`src/rtl/fifo_wr_ctrl.sv`:
```
// Write-domain half of the async AXI-Stream FIFO: accepts beats, drives the
// memory write port and publishes a registered Gray write pointer.
module fifo_wr_ctrl #(
    parameter int DATA_WIDTH         = 32,
    parameter int ADDR_WIDTH         = 4,
    parameter int ALMOST_FULL_THRESH = 12
) (
    input  logic                  wr_clk,
    input  logic                  wr_rst,
    input  logic [DATA_WIDTH-1:0] s_axis_tdata,
    input  logic                  s_axis_tlast,
    input  logic                  s_axis_tvalid,
    output logic                  s_axis_tready,
    output logic                  mem_wr_en,
    output logic [ADDR_WIDTH-1:0] mem_wr_addr,
    output logic [DATA_WIDTH:0]   mem_wr_data,
    output logic [ADDR_WIDTH:0]   wptr_gray,
    input  logic [ADDR_WIDTH:0]   rptr_gray_sync,
    output logic [ADDR_WIDTH:0]   wr_level,
    output logic                  almost_full
);

    localparam logic [ADDR_WIDTH:0] AF_TH     = ALMOST_FULL_THRESH[ADDR_WIDTH:0];
    // Full when the write pointer is exactly one lap ahead: in Gray that is
    // the two MSBs inverted relative to the read pointer.
    localparam logic [ADDR_WIDTH:0] FULL_MASK = {2'b11, {(ADDR_WIDTH-1){1'b0}}};

    logic                accept;
    logic [ADDR_WIDTH:0] wbin;
    logic [ADDR_WIDTH:0] wbin_next;
    logic [ADDR_WIDTH:0] wgray_next;
    logic [ADDR_WIDTH:0] rbin_sync;
    logic [ADDR_WIDTH:0] level_next;
    logic                full_next;

    for (genvar i = 0; i <= ADDR_WIDTH; i++) begin : g_gray2bin
        assign rbin_sync[i] = ^rptr_gray_sync[ADDR_WIDTH:i];
    end

    always_comb begin
        accept     = s_axis_tvalid && s_axis_tready;
        wbin_next  = wbin + {{ADDR_WIDTH{1'b0}}, accept};
        wgray_next = wbin_next ^ (wbin_next >> 1);
        level_next = wbin_next - rbin_sync;
        full_next  = (wgray_next == (rptr_gray_sync ^ FULL_MASK));
    end

    assign mem_wr_en   = accept;
    assign mem_wr_addr = wbin[ADDR_WIDTH-1:0];
    assign mem_wr_data = {s_axis_tlast, s_axis_tdata};

    always_ff @(posedge wr_clk or posedge wr_rst) begin
        if (wr_rst) begin
            wbin          <= '0;
            wptr_gray     <= '0;
            wr_level      <= '0;
            almost_full   <= 1'b0;
            s_axis_tready <= 1'b0;
        end else begin
            wbin          <= wbin_next;
            wptr_gray     <= wgray_next;
            wr_level      <= level_next;
            almost_full   <= (level_next >= AF_TH);
            s_axis_tready <= !full_next;
        end
    end

endmodule
```
`config.mk`:
```
export PLATFORM = sky130hd
export DESIGN_NAME = fifo_wr_ctrl
export DESIGN_NICKNAME = d
export VERILOG_FILES = /design/src/rtl/fifo_wr_ctrl.sv
export SDC_FILE = /design/constraint.sdc
export NUM_CORES = 1
export LEC_CHECK = 0
export CAP_MARGIN = 20
export CORE_MARGIN = 2
export CORE_UTILIZATION = 29
export DETAILED_ROUTE_END_ITERATION = 10
export GPL_ROUTABILITY_DRIVEN = 0
export PLACE_DENSITY = 0.85
export SLEW_MARGIN = 20
export SYNTH_ARGS = -nofsm -noshare
export SYNTH_HDL_FRONTEND = slang
export SYNTH_SLANG_ARGS = --single-unit
```
`constraint.sdc`:
```
create_clock -name wr_clk -period 2.7 [get_ports wr_clk]
set_clock_uncertainty 0.15 [all_clocks]
set_input_delay 0.405 -clock wr_clk [delete_from_list [all_inputs] [get_ports wr_clk]]
set_output_delay 0.405 -clock wr_clk [all_outputs]
set_load 0.005 [all_outputs]
```
==> run summary, run 1 <==
run status - complete, no violations
Max FO, Critical Path - 3
Residual DRC - 0
first-pass GRT wire length - 3340 µm
clk sinks - 16
Synth area leaders - dfrtp_1, buf_4, xnor2_1
endpoints failing hold - 0
ant diodes - 0
Layout fillers - 345
Crit Path Class - in -> reg
fmax - 0.385 GHz
Worst-path clk slew - 0.06 ns
Num CTS Buffers - 3
Slew Viols, Final - 0
final core utilization - 37.5%
Chip Height - 65.0 µm
1st-iter DRT viols - 26
GRT Total Usage - 10.5%
worst flop-to-flop path startpoint - s_axis_tready
Worst-Margin Slew - 0.578 ns
cell area power density - 1440 mW/mm²
Synth Instances - 102
crit path cell chain - dlygate4sd2_1 -> xor3_2 -> xnor2_2 -> buf_4 -> buf_4 -> xor2_1 -> ha_4 -> a21o_1 -> a31oi_1 -> o21ai_1 -> xnor2_1 -> a21o_1
Worst Setup SP - rptr_gray_sync[4]
mean post-synth cell area - 10.6 µm²
final setup vio count - 0
yosys warns - 0
Worst Path Required - 2.69 ns
vias per cell - 4.04
CTS tree - built
Die ar. - 0.00422 mm²
final WL - 1970 µm
WP data arrival - 2.59 ns
maximum clock insertion buffer count - 2
clk root buf - clkbuf_8
Area Growth Syn to Fin - 25.5%
Critical Path Sink Type - register
P_leak - 0.584 nW
grt total ovfl - 0
core area - 0.00361 mm²
Tmin final - 2.60 ns
Netlist cell types - 27
nets@finish - 158
routed via count - 643
Yosys reg bits - 16
commonest non-fill, non-tap cells in the layout - clkdlybuf4s50_1, dfrtp_1, buf_4, xnor2_1, inv_1
hold crit path type - in -> async
hold_buf cts - 0
area leader, netlist - dfrtp_1
Reg-to-Reg End - almost_full
Post-Syn Area - 0.00108 mm²
initial core utilization - 29.9%
final cell count without fillers - 159
Placed Instances - 154
clock latency reported for the late side of the worst-skew pair - 0.25 ns
Antenna Nets Post-Route - 0
IO Port Bufs - 24
last element of the critical path - almost_full
cell row count - 22
chip width - 65.0 µm
startpoint types - input port
HPWL after DPL - 1590 µm
cells on worst reg2reg path - 10
largest net degree at the start of global routing - 17
initial antenna violation count - 0
fin crit share - 96.3%
vias in the first global route - 721
Synthesized Nets - 148
most common cell after layout, fill and taps aside - clkdlybuf4s50_1
CP max stage cell - xor3_2
Peak VDD IR - 0.000381 V
Fin Setup TNS - 0 ns
sequential share of the synthesized area - 37.1%
R2R Setup Slk - 0.37 ns
max-capacitance violation count - 0
layout cell share with drive strength beyond 1 - 30.6%
Max H-tree Level - 1
Ports - 91
share of the synthesized area in the top cell type - 37.1%
drt pass-1 iters - 3
Max-slew headroom - 61.4%
routed length per instance - 12.4 µm
max incr delay on CP - 0.47 ns
==> timing repair <==
| item | 4_1_cts | 5_1_grt |
|---|---|---|
| pin swaps | 5 | 6 |
| setup buffers | 0 | 1 |
| setup endpoints to repair | 3 | 3 |
| gates resized for setup | 7 | 7 |
==> worst min-delay path by stage <==
stage                     slack [ns]           end    start  depth (start not counted)
after detailed placement        0.42       wbin[4]  wbin[4]                          2
after global routing            0.45       wbin[2]   wr_rst                          2
after CTS                       0.40  wptr_gray[0]   wr_rst                          2
final                           0.37  wptr_gray[0]   wr_rst                          2
after global placement          0.41       wbin[4]  wbin[4]                          2
after floorplan                 0.17   almost_full   wr_rst                          1
==> final cells by class <==
cell class	instances	area [µm²]	share of cell area (%)
Clock buffer	4	55.1	4.07
Inverter	7	26.3	1.94
Multi-Input combinational cell	45	463	34.2
Sequential cell	16	400	29.6
Tap cell	48	60.1	4.44
Timing Repair Buffer	39	349	25.8
==> state kept, by name (all words and copies together) (netlist names) <==
| name | count |
|---|---|
| wr_level | 5 |
| wptr_gray | 4 |
| almost_full | 1 |
| wbin | 5 |
| s_axis_tready | 1 |
==> per-layer routing <==
metal | track usage, % | up-vias | wire, µm
met5 | 0 | - | 0
met4 | 4.79 | 0 | 19
met3 | 4.34 | 4 | 163
met2 | 18.0 | 26 | 1080
met1 | 11.1 | 306 | 708
li1 | - | 307 | -
==> stage by stage <==
step | hold slack (ns) | total power [W] | area (µm²) | setup WS, ns
3_5_place_dp | 0.423 | 0.00163 | 1230 | -0.558
2_1_floorplan | 0.169 | 0.00112 | 1080 | 0.0712
5_1_grt | 0.451 | 0.00211 | 1350 | -0.00742
4_1_cts | 0.400 | 0.00186 | 1300 | 0.0152
3_3_place_gp | 0.408 | 0.00158 | 1230 | -0.417
6_report | 0.373 | 0.00195 | 1350 | 0.101
==> cells by family (layout without fill, tap and decap cells) <==
logic type      after synthesis  after routing  share of synthesized area (%)
buf+inv                      41             50                           25.8
xor+xnor                     20             20                           19.1
flops                        16             16                           37.1
simple gates                 11             11                           5.68
compound gates                7              7                           4.41
fa+ha+maj                     6              6                           6.84
mux                           1              1                           1.04
==> cell usage after synthesis (all sizes together) <==
library cell and number:
or3 1, a21oi 1, o31ai 1, and2 1, nor3 1, maj3 1
xnor2 12, nand4b 1, clkbuf 1, ha 5, nor2b 1, inv 7
buf 33, a21o 2, nand3 3, a31oi 1, nand2b 1, xor3 1
o21ai 2, mux2 1, xor2 7, nor2 1, dfrtp 16, nand2 1
==> worst max-delay path: cells and delay by family <==
kind	cells	cell delay, ns
compound gates	4	0.56
buf+inv	3	0.46
xor+xnor	4	0.95
fa+ha+maj	1	0.19
==> report_power, final <==
part	internal (W)	switching (W)
combinational	0.000743	0.000554
sequential	0.000379	0.0000614
clock	0.000129	0.0000791
total	0.00125	0.000695
Power figures use the tool's default switching activity.
==> inputs of run 2 (changes only) <==
--- a/config.mk
+++ b/config.mk
@@ -6,7 +6,6 @@
 export NUM_CORES = 1
 export LEC_CHECK = 0
 export CAP_MARGIN = 20
-export CORE_MARGIN = 2
 export CORE_UTILIZATION = 29
 export DETAILED_ROUTE_END_ITERATION = 10
 export GPL_ROUTABILITY_DRIVEN = 0
==> run 2 against run 1 <==
Against the previous run:
- combinational power shrank 6%
- total power shrank 5.9%
- flip-flop and latch count is the same
- non-clock buffer count is 1 lower
- global-route usage down 0.51 points
- clock power down 17%
- design area down 4.3%
- critical path depth shrank 1
- wire length fell by 8.9%
- maximum frequency up 0.51%
- largest power group unchanged
- die area fell by 6.1%
- sequential power about the same
==> run summary, run 2 (synthesized netlist as in run 1, its figures left out) <==
final cell count without fillers - 155
endpoints failing hold - 0
fmax - 0.387 GHz
hold crit path type - in -> async
max-capacitance violation count - 0
ant diodes - 0
Reg-to-Reg End - almost_full
Max H-tree Level - 1
core area - 0.00344 mm²
vias per cell - 4.05
max incr delay on CP - 0.40 ns
grt total ovfl - 0
clock share of power - 9.4%
Pint - 0.00118 W
clk root buf - clkbuf_8
1st-iter DRT viols - 3
WP data arrival - 2.57 ns
P_leak - 0.569 nW
Max-slew headroom - 60.8%
Residual DRC - 0
IO Port Bufs - 24
routed length per instance - 11.6 µm
Fin Hold WS - 0.382 ns
nets@finish - 157
Peak VDD IR - 0.000395 V
Area Growth Syn to Fin - 20.1%
commonest non-fill, non-tap cells in the layout - clkdlybuf4s50_1, dfrtp_1, buf_4, xnor2_1
cells on worst reg2reg path - 10
Max FO, Critical Path - 3
drt pass-1 iters - 2
initial antenna violation count - 0
Buf+Inv Stages, Crit Path - 1
Gate power share - 66.6%
R2R Setup Slk - 0.32 ns
initial core utilization - 31.3%
vias in the first global route - 719
Antenna Nets Post-Route - 0
layout cell share with drive strength beyond 1 - 27.5%
Worst-Margin Slew - 0.587 ns
Worst path top cell family by delay - adder cells
crit path cell chain - clkdlybuf4s50_1 -> and2_1 -> ha_1 -> ha_4 -> xor2_1 -> ha_4 -> a21o_1 -> a31oi_1 -> o21ai_1 -> xnor2_1 -> a21o_1
Regs by FF count - wbin: 5 flops, wr_level: 5 flops, wptr_gray: 4 flops
largest net degree at the start of global routing - 17
startpoint types - input port
first-pass GRT wire length - 3130 µm
sw power - 0.000650 W
Layout fillers - 331
Die ar. - 0.00397 mm²
Tmin final - 2.59 ns
RSZ-0062 raised after global routing - no
chip width - 63.0 µm
Worst Path Required - 2.69 ns
Ports - 91
routed via count - 628
most common cell after layout, fill and taps aside - clkdlybuf4s50_1
worst flop-to-flop path startpoint - s_axis_tready
clock latency reported for the late side of the worst-skew pair - 0.24 ns
final setup vio count - 0
Chip Height - 63.0 µm
CP max stage cell - clkdlybuf4s50_1
Seq pwr share - 24.0%
cell area power density - 1410 mW/mm²
Crit Path Class - in -> reg
Placed Instances - 152
Worst-path clk slew - 0.06 ns
final core utilization - 37.6%
HPWL after DPL - 1480 µm
maximum clock insertion buffer count - 2
run status - complete, no violations
CTS tree - built
final WL - 1800 µm
cell row count - 21
clk sinks - 16
Num CTS Buffers - 3
Slew Viols, Final - 0
Critical Path Sink Type - register
fin crit share - 95.8%
Fin Setup TNS - 0 ns
GRT Total Usage - 9.97%
Sw Ratio - 35.5%
## run 2: cell count changes in the layout (fill, tap and decap cells not counted), sizes merged
| cell | before | now |
|---|---|---|
| buf | 15 | 14 |
| dlygate4sd2 | 3 | 1 |
| clkbuf | 4 | 5 |
## run 2: worst max path at each step
stage	start	slack (ns)	cells past startpoint	to
after floorplan	s_axis_tvalid	0.07	11	almost_full
after global placement	rptr_gray_sync[4]	-0.41	12	almost_full
after detailed placement	rptr_gray_sync[4]	-0.54	12	almost_full
after CTS	s_axis_tvalid	0.06	11	almost_full
after global routing	s_axis_tvalid	0.01	11	almost_full
final	s_axis_tvalid	0.11	11	almost_full
## run 2: area by class of cell
type	instances	area, µm²	area share [%]
multi-input combinational	45	435	33.6
sequential	16	400	30.9
timing repair buffer	38	334	25.8
tap	46	57.6	4.44
clock buffer	3	41.3	3.19
inverter	7	26.3	2.03
## run 2: repair_timing
item / in CTS / in global routing
gates cloned: 0 / 0
hold buffers: 0 / 0
resized for setup: 9 / 5
pin swaps: 6 / 6
buffers inserted: 0 / 0
setup endpoints to repair: 3 / 1
## run 2: stage by stage
| stage | worst slack (ns) | power (W) | area (µm²) |
|---|---|---|---|
| 2_1_floorplan | 0.0712 | 0.00112 | 1080 |
| 3_3_place_gp | -0.415 | 0.00158 | 1230 |
| 3_5_place_dp | -0.538 | 0.00162 | 1230 |
| 4_1_cts | 0.0593 | 0.00184 | 1290 |
| 5_1_grt | 0.00970 | 0.00198 | 1290 |
| 6_report | 0.114 | 0.00183 | 1290 |
## run 2: metal layers
metal / track usage (%) / vias up / wire [µm]
li1: - / 305 / -
met2: 17.6 / 18 / 938
met1: 11.0 / 299 / 730
met4: 5.52 / 0 / 26
met3: 2.01 / 6 / 104
met5: 0 / - / 0
## run 2: power groups by stage
stage	Combinational, W	Sequential (W)	Clock, W
2_1_floorplan	0.000667	0.000451	0
3_3_place_gp	0.00114	0.000439	0
3_5_place_dp	0.00117	0.000444	0
4_1_cts	0.00123	0.000439	0.000176
5_1_grt	0.00134	0.000453	0.000188
6_report	0.00122	0.000439	0.000172
==> inputs of run 3 (changes only) <==
--- a/config.mk
+++ b/config.mk
@@ -10,6 +10,7 @@
 export DETAILED_ROUTE_END_ITERATION = 10
 export GPL_ROUTABILITY_DRIVEN = 0
 export PLACE_DENSITY = 0.85
+export SETUP_SLACK_MARGIN = 0.3
 export SLEW_MARGIN = 20
 export SYNTH_ARGS = -nofsm -noshare
 export SYNTH_HDL_FRONTEND = slang
==> run 3 against run 2 <==
Against the previous run:
- critical path depth grew 1
- critical path type unchanged
- global-route usage grew 0.52 points
- largest cell class unchanged
- worst hold slack lost 0.015 ns
- highest routed layer unchanged
- non-clock buffer count is the same
- maximum frequency grew 7.5%
- wire length grew 1.2%
- sequential share of layout area shrank 1.3 points
==> run summary, run 3 (synthesized netlist as in run 1, its figures left out) <==
P_leak - 0.583 nW
routed via count - 636
Worst-Margin Slew - 0.585 ns
Max-slew headroom - 61.0%
HPWL after DPL - 1500 µm
RSZ-0062 raised after global routing - yes
worst flop-to-flop path startpoint - s_axis_tready
GRT Total Usage - 10.5%
startpoint types - input port
clock share of power - 9.1%
fmax - 0.416 GHz
max-capacitance violation count - 0
crit path cell chain - buf_6 -> xor3_2 -> xnor2_2 -> xnor2_1 -> ha_2 -> inv_2 -> ha_4 -> a21o_1 -> a31oi_1 -> o21ai_1 -> xnor2_1 -> a21o_1
CP max stage cell - xor3_2
Num CTS Buffers - 3
cell area power density - 1410 mW/mm²
first-pass GRT wire length - 3130 µm
1st-iter DRT viols - 30
Area Growth Syn to Fin - 25.2%
initial core utilization - 31.3%
R2R Setup Slk - 0.40 ns
Max FO, Critical Path - 3
endpoints failing hold - 0
Worst Setup SP - rptr_gray_sync[2]
nets@finish - 157
Tmin final - 2.41 ns
Crit path depth - 12
Pint - 0.00124 W
final cell count without fillers - 155
core area - 0.00344 mm²
largest net degree at the start of global routing - 17
most common cell after layout, fill and taps aside - clkdlybuf4s50_1
Antenna Nets Post-Route - 0
Slew Viols, Final - 0
Buf+Inv Stages, Crit Path - 2
Placed Instances - 151
WP data arrival - 2.40 ns
final setup vio count - 0
sw power - 0.000674 W
Residual DRC - 0
drt pass-1 iters - 3
cells on worst reg2reg path - 10
Worst Path Required - 2.69 ns
Reg-to-Reg End - almost_full
layout cell share with drive strength beyond 1 - 32.1%
max incr delay on CP - 0.45 ns
IO Port Bufs - 24
Fin Setup TNS - 0 ns
maximum clock insertion buffer count - 2
clk root buf - clkbuf_8
initial antenna violation count - 0
clock latency reported for the late side of the worst-skew pair - 0.25 ns
chip width - 63.0 µm
Max H-tree Level - 1
run status - complete, no violations
Peak VDD IR - 0.000355 V
Critical Path Sink Type - register
Worst-path clk slew - 0.06 ns
Gate power share - 67.6%
commonest non-fill, non-tap cells in the layout - clkdlybuf4s50_1, dfrtp_1, buf_4, xnor2_1, inv_1
grt total ovfl - 0
cell row count - 21
routed length per instance - 11.7 µm
vias in the first global route - 707
Seq pwr share - 23.3%
fin crit share - 89.1%
Die ar. - 0.00397 mm²
Regs by FF count - wbin: 5 flops, wr_level: 5 flops, wptr_gray: 4 flops
Crit Path Class - in -> reg
Ports - 91
Worst path top cell family by delay - XOR/XNOR gates
hold crit path type - in -> async
ant diodes - 0
vias per cell - 4.10
Place WS - -0.406 ns
final WL - 1820 µm
Sw Ratio - 35.3%
Worst Slack Setup Final - 0.294 ns
CTS tree - built
clk sinks - 16
hold_buf cts - 0
Chip Height - 63.0 µm
-- run 3: layout make-up --
cell class	count	area [µm²]
fill	333	2090
sequential	16	400
inverter	7	26.3
clock buffer	3	41.3
tap	46	57.6
multi-input combinational	45	477
timing repair buffer	38	348
-- run 3: worst register-to-register path, cell delays in order (launching register included) --
cell	delay, ns
dfrtp_1	0.38
and2_4	0.17
ha_4	0.16
nand3_1	0.12
xor2_2	0.20
inv_1	0.09
ha_1	0.34
a31oi_1	0.18
o21ai_1	0.10
xnor2_1	0.15
a21o_1	0.17
-- run 3: power by group through the flow --
stage / logic [W] / clock network (W) / registers (W)
CTS: 0.00132 / 0.000182 / 0.000447
global route: 0.00142 / 0.000196 / 0.000462
floorplan: 0.000726 / 0 / 0.000451
finish: 0.00129 / 0.000174 / 0.000445
detailed placement: 0.00120 / 0 / 0.000440
global placement: 0.00116 / 0 / 0.000443
-- run 3: worst max path at each step --
stage,end
3_5_place_dp,almost_full
6_report,almost_full
4_1_cts,almost_full
5_1_grt,almost_full
3_3_place_gp,almost_full
2_1_floorplan,almost_full
-- run 3: per-layer routing --
layer / wire length (µm) / global-route usage (%)
met1: 733 / 10.7
met2: 886 / 17.3
met3: 141 / 2.92
met4: 59 / 9.30
met5: 0 / 0
-- run 3: what timing repair did --
action | 4_1_cts | 5_1_grt
pin swaps | 11 | 7
gates resized for setup | 21 | 2
buffers inserted | 1 | 0
setup endpoints to repair | 5 | 2
hold endpoints to repair | 0 | 0
-- run 3: metrics by stage --
step / total power [W] / hold slack, ns / area, µm² / util [%]
2_1_floorplan: 0.00118 / 0.169 / 1110 / -
3_3_place_gp: 0.00160 / 0.408 / 1240 / 36.2
6_report: 0.00191 / 0.367 / 1350 / 39.2
5_1_grt: 0.00208 / 0.389 / 1350 / 39.2
4_1_cts: 0.00195 / 0.389 / 1350 / 39.2
3_5_place_dp: 0.00164 / 0.415 / 1240 / 36.2
